**config.mk**
```make
export PLATFORM = sky130hd
export DESIGN_NAME = cpu_alu_pipe
export DESIGN_NICKNAME = d
export VERILOG_FILES = /design/src/rtl/cpu_alu_pkg.sv /design/src/rtl/cpu_alu_core.sv /design/src/rtl/cpu_alu_pipe.sv
export SDC_FILE = /design/constraint.sdc
export NUM_CORES = 1
export LEC_CHECK = 0
export BUFFER_PORTS_ARGS = -buffer_cell sky130_fd_sc_hd__buf_4
export CORE_MARGIN = 10
export CORE_UTILIZATION = 55
export DETAILED_ROUTE_END_ITERATION = 7
export PLACE_DENSITY = 0.85
export SLEW_MARGIN = 30
export SYNTH_ARGS = -nofsm -noshare
export SYNTH_HDL_FRONTEND = slang
export SYNTH_HIERARCHICAL = 1
export SYNTH_SLANG_ARGS = --single-unit
```
**constraint.sdc**
```tcl
create_clock -name clk -period 3.5 [get_ports clk]
set_clock_uncertainty 0.05 [all_clocks]
set_input_delay 0.35 -clock clk [delete_from_list [all_inputs] [get_ports clk]]
set_output_delay 0.35 -clock clk [all_outputs]
set_load 0.005 [all_outputs]
```
**src/rtl/cpu_alu_pkg.sv**
```systemverilog
// Shared types and constants for the two-stage ALU pipeline.
package cpu_alu_pkg;

  typedef enum logic [2:0] {
    OP_PASS_A = 3'b000,
    OP_PASS_B = 3'b001,
    OP_XOR    = 3'b010,
    OP_XNOR   = 3'b011,
    OP_ADD    = 3'b100,
    OP_SUB    = 3'b101,
    OP_SHL    = 3'b110,
    OP_SHR    = 3'b111
  } opcode_e;

  // Packed so that z lands in the MSB: {Z,N,C,V}.
  typedef struct packed {
    logic z;
    logic n;
    logic c;
    logic v;
  } flags_t;

  localparam int unsigned FLAG_Z = 3;
  localparam int unsigned FLAG_N = 2;
  localparam int unsigned FLAG_C = 1;
  localparam int unsigned FLAG_V = 0;

endpackage

```
**src/rtl/cpu_alu_core.sv**
```systemverilog
// Combinational ALU datapath: result and {Z,N,C,V} flags from two operands.
module cpu_alu_core
  import cpu_alu_pkg::*;
#(
  parameter int unsigned WIDTH = 8
) (
  input  logic [WIDTH-1:0] a,
  input  logic [WIDTH-1:0] b,
  input  logic [2:0]       opcode,
  output logic [WIDTH-1:0] result,
  output logic [3:0]       flags
);

  opcode_e          op;
  logic [WIDTH:0]   sum;
  logic [WIDTH:0]   diff;
  logic [WIDTH-1:0] res;
  logic             carry;
  logic             ovf;
  flags_t           f;

  assign op   = opcode_e'(opcode);
  // Extra top bit holds carry-out for ADD and borrow for SUB.
  assign sum  = {1'b0, a} + {1'b0, b};
  assign diff = {1'b0, a} - {1'b0, b};

  // Select the operation result plus carry and overflow.
  always_comb begin
    res   = '0;
    carry = 1'b0;
    ovf   = 1'b0;
    case (op)
      OP_PASS_A: res = a;
      OP_PASS_B: res = b;
      OP_XOR:    res = a ^ b;
      OP_XNOR:   res = ~(a ^ b);
      OP_ADD: begin
        res   = sum[WIDTH-1:0];
        carry = sum[WIDTH];
        ovf   = (a[WIDTH-1] == b[WIDTH-1]) && (sum[WIDTH-1] != a[WIDTH-1]);
      end
      OP_SUB: begin
        res   = diff[WIDTH-1:0];
        carry = diff[WIDTH];
        ovf   = (a[WIDTH-1] != b[WIDTH-1]) && (diff[WIDTH-1] != a[WIDTH-1]);
      end
      OP_SHL: begin
        res   = {a[WIDTH-2:0], 1'b0};
        carry = a[WIDTH-1];
      end
      OP_SHR: begin
        res   = {1'b0, a[WIDTH-1:1]};
        carry = a[0];
      end
      default: res = '0;
    endcase
  end

  // Pack the status flags from the selected result.
  always_comb begin
    f.z = (res == '0);
    f.n = res[WIDTH-1];
    f.c = carry;
    f.v = ovf;
  end

  assign result = res;
  assign flags  = f;

endmodule

```
**src/rtl/cpu_alu_pipe.sv**
```systemverilog
// Two-stage valid/ready ALU pipeline: S1 registers the request, S2 the
// computed result and flags; an optional accumulator feeds back as operand A.
module cpu_alu_pipe
  import cpu_alu_pkg::*;
#(
  parameter int unsigned WIDTH  = 8,
  parameter int unsigned ACC_EN = 1
) (
  input  logic             clk,
  input  logic             rst_n,
  input  logic             in_valid,
  output logic             in_ready,
  input  logic [WIDTH-1:0] a,
  input  logic [WIDTH-1:0] b,
  input  logic [2:0]       opcode,
  input  logic             use_acc,
  output logic             out_valid,
  input  logic             out_ready,
  output logic [WIDTH-1:0] result,
  output logic [3:0]       flags,
  output logic [WIDTH-1:0] acc
);

  logic             s1_valid;
  logic [WIDTH-1:0] s1_a;
  logic [WIDTH-1:0] s1_b;
  logic [2:0]       s1_op;
  logic             s1_use_acc;

  logic             s2_valid;
  logic [WIDTH-1:0] s2_result;
  logic [3:0]       s2_flags;
  logic [WIDTH-1:0] acc_q;

  logic             s2_load;
  logic             s1_accept;
  logic [WIDTH-1:0] eff_a;
  logic [WIDTH-1:0] core_result;
  logic [3:0]       core_flags;

  // S2 takes S1 whenever it is empty or being drained this cycle; in_ready
  // follows combinationally so a full pipeline still streams one per cycle.
  assign s2_load   = s1_valid && (!s2_valid || out_ready);
  assign in_ready  = !s1_valid || s2_load;
  assign s1_accept = in_valid && in_ready;

  // The accumulator always holds the result of the most recent S1->S2
  // transfer, so a use_acc request directly behind its producer sees it.
  assign eff_a = ((ACC_EN != 0) && s1_use_acc) ? acc_q : s1_a;

  cpu_alu_core #(
    .WIDTH (WIDTH)
  ) u_core (
    .a      (eff_a),
    .b      (s1_b),
    .opcode (s1_op),
    .result (core_result),
    .flags  (core_flags)
  );

  // Stage 1: capture an accepted request, empty when it moves on to S2.
  always_ff @(posedge clk or negedge rst_n) begin
    if (!rst_n) begin
      s1_valid   <= 1'b0;
      s1_a       <= '0;
      s1_b       <= '0;
      s1_op      <= '0;
      s1_use_acc <= 1'b0;
    end else if (s1_accept) begin
      s1_valid   <= 1'b1;
      s1_a       <= a;
      s1_b       <= b;
      s1_op      <= opcode;
      s1_use_acc <= use_acc;
    end else if (s2_load) begin
      s1_valid   <= 1'b0;
    end
  end

  // Stage 2: register the computed result; hold it while the consumer stalls.
  always_ff @(posedge clk or negedge rst_n) begin
    if (!rst_n) begin
      s2_valid  <= 1'b0;
      s2_result <= '0;
      s2_flags  <= '0;
    end else if (s2_load) begin
      s2_valid  <= 1'b1;
      s2_result <= core_result;
      s2_flags  <= core_flags;
    end else if (out_ready) begin
      s2_valid  <= 1'b0;
    end
  end

  // Accumulator: follows every S1->S2 transfer, pinned to zero when disabled.
  always_ff @(posedge clk or negedge rst_n) begin
    if (!rst_n) begin
      acc_q <= '0;
    end else if ((ACC_EN != 0) && s2_load) begin
      acc_q <= core_result;
    end
  end

  assign out_valid = s2_valid;
  assign result    = s2_result;
  assign flags     = s2_flags;
  assign acc       = acc_q;

endmodule

```
# After elaboration in Yosys (flattened, before gate mapping)
# Index checks and enable logic that the tools add are counted.
# totals
word_cells	43
input_bits	24
reg_bits	34
# op_classes
n_reduce_logical	12
eq_ne	11
n_addsub	2
n_mux	8
bitwise	2
# ops
op	n
$pmux W8 S8	1
$eq A3 B3 Y1 const B	4
$add A8 B8 Y9	1
$sub A8 B8 Y9	1
$logic_not A8 Y1	1
$mux W8	1
$not A8 Y8	1
$xor A8 B8 Y8	1
$eq A3 B2 Y1 const B	2
$logic_and A1 B1 Y1	4
$mux W1	4
$pmux W1 S4	1
$reduce_bool A2 Y1	2
$eq A3 B1 Y1 const B	1
$logic_not A3 Y1	1
$ne A1 B1 Y1	3
$logic_not A1 Y1	2
$logic_or A1 B1 Y1	2
$pmux W1 S2	1
$eq A1 B1 Y1	1

# Depth between registers and ports, before layout
# Gate-level depths: netlist of the first run.
# depth
ltp_word	6
mapped_depth	14
depth_no_buf	12

# Hierarchy
# Netlist of the first run, hierarchy kept.
# modules_own_cells
module	area_per_inst_um2	seq_area_each_um2	instances	cells_each
cpu_alu_pipe	1589.0	850.8	1	92
cpu_alu_core	1422.6	0.0	1	203

# Worst setup path after synthesis of the first run
# Ideal clock, no wire load.
# synth_path
path_kind	reg2reg
start	reg s1_use_acc
end	reg s2_flags[3], in the netlist flags[3]
t_arrival_ns	3.024
synth_period_minus_slack_ns	3.199
stages_incl_launch_ff	13
path_slack_ns	0.301
cell_sequence	dfrtp_1 -> buf_2 -> mux2_2 -> ha_1 -> buf_4 -> o21ai_1 -> a21oi_1 -> or4_1 -> a31oi_2 -> mux2_2 -> o21ai_1 -> nor4_2 -> mux2_2
# synth_between
word_cells_on_any_way	7
cone_classes	add/sub (2); mux (2); bitwise (2); reduce/logical (1)
# synth_rtl
item	line	text
start: declaration	cpu_alu_pipe.sv:28	logic s1_use_acc;
start signal: assignment	cpu_alu_pipe.sv:74	s1_use_acc <= use_acc;
$mux W8 *	cpu_alu_pipe.sv:49	assign eff_a = ((ACC_EN != 0) && s1_use_acc) ? acc_q : s1_a;
named net eff_a[2]	cpu_alu_pipe.sv:37	logic [WIDTH-1:0] eff_a;
$sub A8 B8 Y9 or $add A8 B8 Y9 (tied branches)	cpu_alu_core.sv:25, cpu_alu_core.sv:24	
$pmux W8 S8 *	cpu_alu_core.sv:32	case (op)
named net core_flags[2]	cpu_alu_pipe.sv:39	logic [3:0] core_flags;
$logic_not A8 Y1 *	cpu_alu_core.sv:61	f.z = (res == '0);
named net core_flags[3]	cpu_alu_pipe.sv:39	
end signal: assignment	cpu_alu_pipe.sv:89	s2_flags <= core_flags;
end: declaration	cpu_alu_pipe.sv:32	logic [3:0] s2_flags;
# The timed path passes the listed nets; every way through them passes the cells marked *.
# A chain may end at the register's enable or synchronous reset.

# Worst setup path after layout of the first run
# layout_path
start	reg s1_use_acc
end	reg s2_flags[3], in the netlist flags[3]
# layout_between
elab_chain_len	5
word_cells_on_any_way	7
cone_classes	add/sub (2); mux (2); bitwise (2); reduce/logical (1)
# layout_lines
item	line	text
$mux W8 *	cpu_alu_pipe.sv:49	
named net eff_a[5]	cpu_alu_pipe.sv:37	
parallel branches: the longest is 2 deep, another holds $sub A8 B8 Y9	-	
$pmux W8 S8 *	cpu_alu_core.sv:32	
named net core_result[5]	cpu_alu_pipe.sv:38	logic [WIDTH-1:0] core_result;
$logic_not A8 Y1 *	cpu_alu_core.sv:61	
named net core_flags[3]	cpu_alu_pipe.sv:39	
# Mark *: on every way through the listed nets, which the timed path passes.

==> impl_metrics.csv, run 1 <==
group,metric,value,unit
clock_tree,cts_buffer_depth,2,
timing,max_slew_margin,0.648,
route,route.detailed.drc,0,
pwr,irDropWorstVdd,0.000353,V
clock_tree,tritoncts,"yes",
yosys,synthCells,295,
cells_and_area,finish.utilization,0.654,
pwr,power-per-cell-area,720,nW/um^2
timing,drv_slew,0,
global_routing,grt_max_degree,35,
worst_setup_path,worst_ep_arrival_time,3450,ps
worst_setup_path,path_max_fanout,9,
worst_setup_path,crit_top_cell,"mux2_2",
placed_design,hpwl,5620,um
die,coreArea,5200,sq um
timing,hold_viol_final,0,
die,die_w,94,um
yosys,synth-edff-count,0,
cells_and_area,antenna_cells,0,
timing,timing.final.ws_setup,174,ps
clock_tree,clockRootBuffer,"clkbuf_8",
cells_and_area,area_delta_synth_final,13.0,%
placed_design,pre_cts_ws,78.6,ps
timing,setup_tns,0,ps
flow_run,max_cap_violations,0,
worst_setup_path,crit_path_max_incr_delay,470,ps
worst_hold_path,worstHoldPathType,"input port to flop",
route,dr.first_iter.drc_count,167,
yosys,synth_area_leaders,"dfrtp_1 (28%), mux2_4 (15%), ha_1 (7.1%)",
worst_setup_path,worstPathCellList,"buf_12 > mux2_2 > ha_1 > o21ba_2 > a311oi_1 > o32ai_4 > a22oi_1 > a31o_1 > or3_1 > nor4_2 > mux2_2",
route,wl_per_cell,18.6,um
clock_tree,clock_sinks,34,
route,via_per_inst,5.86,
placed_design,place.gp.congestion,0.916,
global_routing,grtUsageTotal,0.176,
timing,timing.hold.ws,230,ps
cells_and_area,final_nets,374,
cells_and_area,fin_area,3400,sq um
worst_setup_path,crit_slowest_cell,"dfrtp_2",
clock_tree,clkLatencyLatePin,290,ps
worst_setup_path,end_kind,"flop",
worst_setup_path,startpoint_type,"flop",
yosys,avgSynthCellArea,10.2,sq um
yosys,synth_cell_types,60,
route,wirelength,7480,um
cells_and_area,drive_gt1_frac,0.352,
clock_tree,path_clk_slew,80,ps
timing,finalSetupViolations,0,
yosys,async_flop_share,1.00,
die,start_util,0.579,
placed_design,place_area,3270,sq um
yosys,yosysTopAreaCell,"dfrtp_1",
yosys,synth-main-ff-cell,"dfrtp_1",
global_routing,grt_pass1_wl,12600,um
yosys,syn_area,3010,sq um
yosys,ys_seq_area_frac,0.283,
yosys,yosys_warnings,6,
die,fp.dieH,94,um
route,drt_first_pass_iters,4,
global_routing,overflow,0,
worst_setup_path,worstSetupPathType,"flop to flop",
worst_setup_path,path_buf_inv,1,
route,vias,2355,
worst_setup_path,path_delay_family,"compound AO/OA/AOI/OAI gates",
pwr,power.leakage,0.00160,uW
outcome,status,"finished clean",
global_routing,grt_pass1_vias,2387,
timing,fin_crit,3330,ps
yosys,ys_seq_elements,34,
timing,max_freq,301,MHz
timing,period_share,0.950,
die,die_area,8840,sq um
yosys,synth_top_area_share,0.283,
timing,rsz0062_at_grt,"false",
route,antenna_left,0,
yosys,syn_nets,338,
placed_design,io_buffers,45,
clock_tree,htreeDepth,2,
worst_setup_path,cp.required,3630,ps
die,io_pins,46,
die,rows,26,
global_routing,antenna_found_initial,0,
clock_tree,cts_made_buffers,5,
timing,tightest_slew,525,ps
==> layout by cell type, fill, tap and decap left out, types with 6 or more instances in the layout <==
cell type and count:
mux2_2 12, o21ai_0 9, nand2_1 9, nor3_1 11
ha_1 17, inv_1 15, nor2_1 23, nand2b_1 8
buf_4 56, xnor2_1 6, mux2_4 30, a21oi_1 15
dfrtp_1 33
==> report_power, final <==
part | leakage (uW) | switching, uW | internal, uW
registers | 0.000399 | 111 | 494
clock network | 0.0000441 | 159 | 140
logic | 0.00115 | 755 | 791
==> metrics by stage <==
stage / power, uW / instances
final: 2450 / 402
after global routing: 2650 / 402
after CTS: 2430 / 400
after detailed placement: 2120 / 391
after global placement: 2120 / 391
after floorplan: 1740 / 295
==> per-layer routing <==
layer	share of wire	up-vias	GRT usage
met5	0	-	0
met4	0.013	0	0.0430
met3	0.069	8	0.0456
met2	0.47	89	0.282
met1	0.45	1139	0.230
li1	-	1119	-
==> layout make-up <==
class | count | area (sq um)
sequential | 34 | 852
inverter | 16 | 60.1
fill | 445 | 1800
timing repair buffer | 58 | 450
clock inverter | 3 | 21.3
clock buffer | 5 | 68.8
multi-input combinational | 216 | 1860
tap | 70 | 87.6
==> synth_stat cells, drive strengths merged, types with 4 or more instances <==
cell	instances
mux2	42
nand2	11
dfrtp	34
xnor2	6
nand2b	8
nor2	23
a31oi	4
nor3	11
inv	15
o32a	4
buf	28
ha	17
a21oi	15
o21ai	12
or3	4
mux2i	5
==> worst reg2reg max path, cell delays in order (launching register included) <==
cell and delay (ps):
dfrtp_2 470, buf_12 140, mux2_2 350, ha_1 440
o21ba_2 250, a311oi_1 470, o32ai_4 170, a22oi_1 210
a31o_1 220, or3_1 150, nor4_2 40, mux2_2 270
==> worst paths after layout <==
| kind | startpoint | endpoint | slack, ps | cells after the start |
|---|---|---|---|---|
| worst max-delay path | s1_use_acc$_DFFE_PN0P_ | flags[3]$_DFFE_PN0P_ | 170 | 11 |
| worst min register to register | flags[3]$_DFFE_PN0P_ | flags[3]$_DFFE_PN0P_ | 470 | 1 |
| worst max register to register | s1_use_acc$_DFFE_PN0P_ | flags[3]$_DFFE_PN0P_ | 170 | 11 |
| max in group asynchronous | rst_n | s1_use_acc$_DFFE_PN0P_ | 2560 | 2 |
| worst min-delay path | in_valid | s1_valid$_DFFE_PN0P_ | 230 | 2 |
| min in group asynchronous | rst_n | s1_a[4]$_DFFE_PN0P_ | 510 | 2 |
==> sequential cells by signal (all words and copies together) (netlist names) <==
register / flops
s1_valid: 1
flags: 4
out_valid: 1
s1_use_acc: 1
s1_b: 8
s1_op: 3
result: 8
s1_a: 8
==> kinds of logic after synthesis <==
group	synth area share
flip-flops	0.283
adder cells (fa/ha/maj)	0.0839
multiplexers	0.211
AO/OA/AOI/OAI	0.162
buffers and inverters	0.0989
XOR/XNOR	0.0233
AND/OR/NAND/NOR	0.139
==> timing repair <==
item / in CTS / in global routing
buffers inserted: 0 / 2
hold buffers: 1 / 0
endpoints found under the setup margin: 0 / 1
gates resized for setup: 0 / 1
endpoints found under the hold margin: 34 / 0
No activity file was read; power rests on OpenSTA's default activity.
==> run 2, diff against run 1 <==
- MAX_ROUTING_LAYER: default -> met4
==> run 2 against run 1 <==
Sequential power decreased by 2%. Cell count unchanged. Power increased by 7.0%. Sequential share of layout area decreased by 0.29 points. Critical path type unchanged. Via count increased by 1.0%. Clock-buffer cell count increased by 1. Clock power increased by 56%. Register-to-register slack improved by 90 ps. Critical path depth unchanged. Core utilization increased by 0.77 points.
==> impl_metrics.csv, run 2 (same netlist as run 1, synthesis figures left out) <==
group,metric,value,unit
global_routing,grt_max_degree,35,
clock_tree,path_clk_slew,90,ps
placed_design,place.gp.congestion,0.921,
global_routing,use_met2,0.302,
timing,hold_viol_final,0,
route,wirelength,7760,um
worst_setup_path,worstPathCellList,"buf_4 > mux2_2 > ha_1 > o21ba_2 > a311oi_1 > o32ai_4 > a22oi_1 > a31o_1 > or3_1 > nor4_2 > mux2_2",
clock_tree,cts_buffer_depth,2,
die,coreArea,5200,sq um
worst_setup_path,crit_slowest_cell,"a311oi_1",
route,vias,2379,
die,io_pins,46,
timing,drv_slew,0,
clock_tree,cts_made_buffers,5,
die,start_util,0.579,
cells_and_area,drive_gt1_frac,0.352,
placed_design,io_buffers,45,
placed_design,placedCellCount,390,
placed_design,hpwl,5710,um
placed_design,pre_cts_ws,126,ps
die,fp.dieH,94,um
timing,max_slew_margin,0.671,
worst_setup_path,path_delay_family,"compound AO/OA/AOI/OAI gates",
clock_tree,clockRootBuffer,"clkbuf_8",
cells_and_area,fin_cells,402,
flow_run,max_cap_violations,0,
die,die_w,94,um
timing,timing.final.ws_setup,263,ps
clock_tree,clock_sinks,34,
worst_setup_path,path_buf_inv,1,
worst_setup_path,end_kind,"flop",
route,route.detailed.drc,0,
pwr,power.leakage,0.00162,uW
global_routing,busiest_layer,"met2",
global_routing,met1_usage,0.231,
global_routing,antenna_found_initial,0,
global_routing,grt_pass1_vias,2429,
timing,setup_tns,0,ps
clock_tree,htreeDepth,2,
route,via_per_inst,5.92,
cells_and_area,final_nets,374,
route,wl_per_cell,19.3,um
worst_setup_path,path_max_fanout,9,
timing,max_freq,309,MHz
timing,fin_crit,3240,ps
worst_hold_path,worstHoldPathType,"input port to flop",
die,rows,26,
cells_and_area,nFillCells,436,
timing,rsz0062_at_grt,"false",
route,dr.first_iter.drc_count,158,
worst_setup_path,startpoint_type,"flop",
worst_setup_path,crit_path_max_incr_delay,450,ps
timing,tightest_slew,490,ps
worst_setup_path,worstSetupPathType,"flop to flop",
worst_setup_path,worst_ep_arrival_time,3380,ps
cells_and_area,final_common_cell,"buf_4",
route,drt_first_pass_iters,4,
worst_setup_path,crit_top_cell,"mux2_2",
clock_tree,clkLatencyLatePin,290,ps
pwr,irDropWorstVdd,0.000350,V
cells_and_area,finish.utilization,0.662,
pwr,power-per-cell-area,762,nW/um^2
route,antenna_left,0,
global_routing,grtUsageTotal,0.186,
outcome,status,"finished clean",
worst_setup_path,cp.required,3640,ps
clock_tree,tritoncts,"yes",
die,die_area,8840,sq um
placed_design,place_area,3270,sq um
cells_and_area,layout_common_cells,"buf_4 (57), dfrtp_1 (33), mux2_4 (30)",
global_routing,met3_usage,0.0432,
timing,finalSetupViolations,0,
global_routing,grt_pass1_wl,13000,um
cells_and_area,antenna_cells,0,
global_routing,overflow,0,
timing,period_share,0.925,
cells_and_area,area_delta_synth_final,14.3,%
cells_and_area,fin_area,3440,sq um
[run 2: changes by cell type in the layout (fill, tap and decap cells not counted)]
cell,change
clkinv_2,-1
clkinvlp_4,-1
buf_12,-1
buf_4,+1
bufinv_16,+2
clkinv_4,-1
clkbuf_8,+1
[run 2: cell type report]
cell class,count,area (sq um),share of cell area
Sequential cell,34,852,0.247
Timing Repair Buffer,58,438,0.127
Clock inverter,2,60.1,0.0174
Tap cell,70,87.6,0.0254
Inverter,16,60.1,0.0174
Clock buffer,6,82.6,0.0240
Multi-Input combinational cell,216,1860,0.541
[run 2: where the power goes]
group | internal, uW | leakage (uW) | switching [uW]
Sequential | 494 | 0.000399 | 100
Clock | 304 | 0.0000714 | 161
Combinational | 788 | 0.00115 | 776
Total | 1590 | 0.00162 | 1040
[run 2: per-layer routing]
metal  vias to the layer above  share of wire
met2                        77           0.49
met4                         0         0.0071
met5                         -              0
met1                      1167           0.44
li1                       1129              -
met3                         6          0.061
[run 2: path summary, 6_finish.rpt]
kind | slack (ps) | cells past startpoint | end | from
max | 260 | 11 | flags[3]$_DFFE_PN0P_ | s1_use_acc$_DFFE_PN0P_
min | 220 | 2 | s1_valid$_DFFE_PN0P_ | in_valid
max reg2reg | 260 | 11 | flags[3]$_DFFE_PN0P_ | s1_use_acc$_DFFE_PN0P_
min reg2reg | 470 | 1 | s1_a[5]$_DFFE_PN0P_ | s1_a[5]$_DFFE_PN0P_
max in group asynchronous | 2580 | 2 | s1_use_acc$_DFFE_PN0P_ | rst_n
min in group asynchronous | 480 | 2 | flags[3]$_DFFE_PN0P_ | rst_n
[run 2: stage by stage]
step	hold slack (ps)	power, uW
2_1_floorplan	4.41	1740
3_3_place_gp	275	2110
3_5_place_dp	282	2130
4_1_cts	219	2610
5_1_grt	229	2810
6_report	218	2620
[run 2: worst reg2reg max path, stage by stage (launching register included)]
cell and delay [ps]:
dfrtp_2 430, buf_4 160, mux2_2 360, ha_1 430, o21ba_2 240, a311oi_1 450
o32ai_4 170, a22oi_1 210, a31o_1 190, or3_1 140, nor4_2 40, mux2_2 270
[run 2: repair_timing]
action	in CTS	in global routing
resized for setup	0	1
endpoints found under the setup margin	0	1
buffers inserted	0	3
hold endpoints to repair	34	0
hold buffers	1	0
==> run 3, diff against run 2 <==
- RECOVER_POWER: default -> 25
==> run 3 against run 2 <==
The run now ends with max-capacitance violations, max-slew violations left. Clock power about the same. Power decreased by 0.14%. Clock-buffer cell count unchanged. Hold slack hardly changed. First-iteration DRC count is the same. Critical endpoint unchanged. Largest power group unchanged.
==> impl_metrics.csv, run 3 (same netlist as run 1, synthesis figures left out) <==
group,metric,value,unit
worst_setup_path,crit_top_cell,"mux2_2",
cells_and_area,finish.utilization,0.658,
flow_run,max_cap_violations,1,
worst_setup_path,end_kind,"flop",
timing,period_share,0.924,
pwr,irDropWorstVdd,0.000350,V
global_routing,grt_pass1_vias,2429,
timing,setup_tns,0,ps
global_routing,overflow,0,
clock_tree,clock_sinks,34,
timing,drv_slew,35,
timing,tightest_slew,1840,ps
timing,fin_crit,3240,ps
global_routing,grtUsageTotal,0.186,
route,route.detailed.drc,0,
route,vias,2378,
placed_design,place.gp.congestion,0.921,
die,die_area,8840,sq um
die,coreArea,5200,sq um
timing,timing.final.ws_setup,264,ps
clock_tree,htreeDepth,2,
die,rows,26,
worst_setup_path,rrSetupSlack,260,ps
route,drt_first_pass_iters,4,
clock_tree,clockRootBuffer,"clkbuf_8",
clock_tree,tritoncts,"yes",
global_routing,met3_usage,0.0432,
global_routing,met1_usage,0.231,
die,io_pins,46,
worst_setup_path,path_max_fanout,9,
cells_and_area,drive_gt1_frac,0.346,
global_routing,use_met2,0.302,
worst_setup_path,worst_ep_arrival_time,3380,ps
clock_tree,clkLatencyLatePin,300,ps
route,antenna_left,0,
placed_design,io_buffers,45,
worst_setup_path,crit_slowest_cell,"a311oi_1",
cells_and_area,nFillCells,440,
global_routing,grt_max_degree,35,
global_routing,antenna_found_initial,0,
cells_and_area,final_nets,374,
timing,max_freq,309,MHz
worst_setup_path,worstSetupPathType,"flop to flop",
pwr,total_power,2620,uW
route,wirelength,7750,um
clock_tree,path_clk_slew,90,ps
pwr,power.leakage,0.00161,uW
pwr,power-per-cell-area,764,nW/um^2
route,via_per_inst,5.92,
cells_and_area,area_delta_synth_final,13.8,%
worst_setup_path,crit_path_max_incr_delay,450,ps
worst_setup_path,worstPathCellList,"buf_4 > mux2_2 > ha_1 > o21ba_2 > a311oi_1 > o32ai_4 > a22oi_1 > a31o_1 > or3_1 > nor4_2 > mux2_2",
timing,timing.hold.ws,218,ps
worst_hold_path,worstHoldPathType,"input port to flop",
worst_setup_path,startpoint_type,"flop",
global_routing,busiest_layer,"met2",
die,fp.dieH,94,um
timing,hold_viol_final,0,
global_routing,grt_pass1_wl,13000,um
cells_and_area,final_common_cell,"buf_4",
timing,finalSetupViolations,0,
clock_tree,cts_made_buffers,5,
cells_and_area,layout_common_cells,"buf_4 (56), dfrtp_1 (33), mux2_4 (30)",
timing,rsz0062_at_grt,"false",
die,start_util,0.579,
outcome,status,"complete, but fails checks",
cells_and_area,antenna_cells,0,
placed_design,pre_cts_ws,126,ps
outcome,violations,"max-capacitance violations, max-slew violations",
route,dr.first_iter.drc_count,158,
route,wl_per_cell,19.3,um
placed_design,hpwl,5710,um
timing,max_slew_margin,-0.227,
clock_tree,cts_buffer_depth,2,
worst_setup_path,cp.required,3640,ps
die,die_w,94,um
run 3: cell types whose count changed in the layout (fill, tap and decap cells not counted):
cell / change
buf_4: -1
nand3b_1: +1
nand3b_4: -1
clkbuf_1: +1
run 3: final cells by class:
| class | count | area (sq um) | area share |
|---|---|---|---|
| clock buffer | 6 | 82.6 | 0.0241 |
| clock inverter | 2 | 60.1 | 0.0175 |
| inverter | 16 | 60.1 | 0.0175 |
| multi-input combinational | 216 | 1850 | 0.540 |
| sequential | 34 | 852 | 0.249 |
| tap | 70 | 87.6 | 0.0256 |
| timing repair buffer | 58 | 434 | 0.127 |
run 3: critical path: cells and delay by family (launching register included):
family | cells | cell delay [ps]
multiplexers | 2 | 630
AND/OR/NAND/NOR | 2 | 180
flip-flops | 1 | 430
buffers and inverters | 1 | 160
adder cells (fa/ha/maj) | 1 | 430
AO/OA/AOI/OAI | 5 | 1260
run 3: report_power, final:
part	switching, uW	internal (uW)	total [uW]	leakage, uW
sequential	99.3	494	594	0.000399
clock	161	304	465	0.0000714
combinational	774	787	1560	0.00113
run 3: per-layer routing:
metal  vias up  wire [um]
met5         -          0
met4         0         71
met3         8        470
met2        79       3780
met1      1162       3430
li1       1129          -
run 3: timing repair:
action	CTS	global route
endpoints found under the setup margin	0	1
resized for setup	0	1
buffers inserted	0	3
hold buffers	1	0
endpoints found under the hold margin	34	0
run 3: path summary, 6_finish.rpt:
path | start | to | depth (start not counted)
setup / recovery | s1_use_acc$_DFFE_PN0P_ | flags[3]$_DFFE_PN0P_ | 11
hold / removal | in_valid | s1_valid$_DFFE_PN0P_ | 2
setup reg to reg | s1_use_acc$_DFFE_PN0P_ | flags[3]$_DFFE_PN0P_ | 11
hold reg to reg | s1_a[5]$_DFFE_PN0P_ | s1_a[5]$_DFFE_PN0P_ | 1
max in group asynchronous | rst_n | s1_use_acc$_DFFE_PN0P_ | 2
min in group asynchronous | rst_n | flags[3]$_DFFE_PN0P_ | 2
run 3: through the flow:
step / std cells / cell area (sq um)
after floorplan: 295 / 3010
after global placement: 390 / 3270
after detailed placement: 390 / 3270
after CTS: 399 / 3420
after global routing: 402 / 3430
final: 402 / 3430
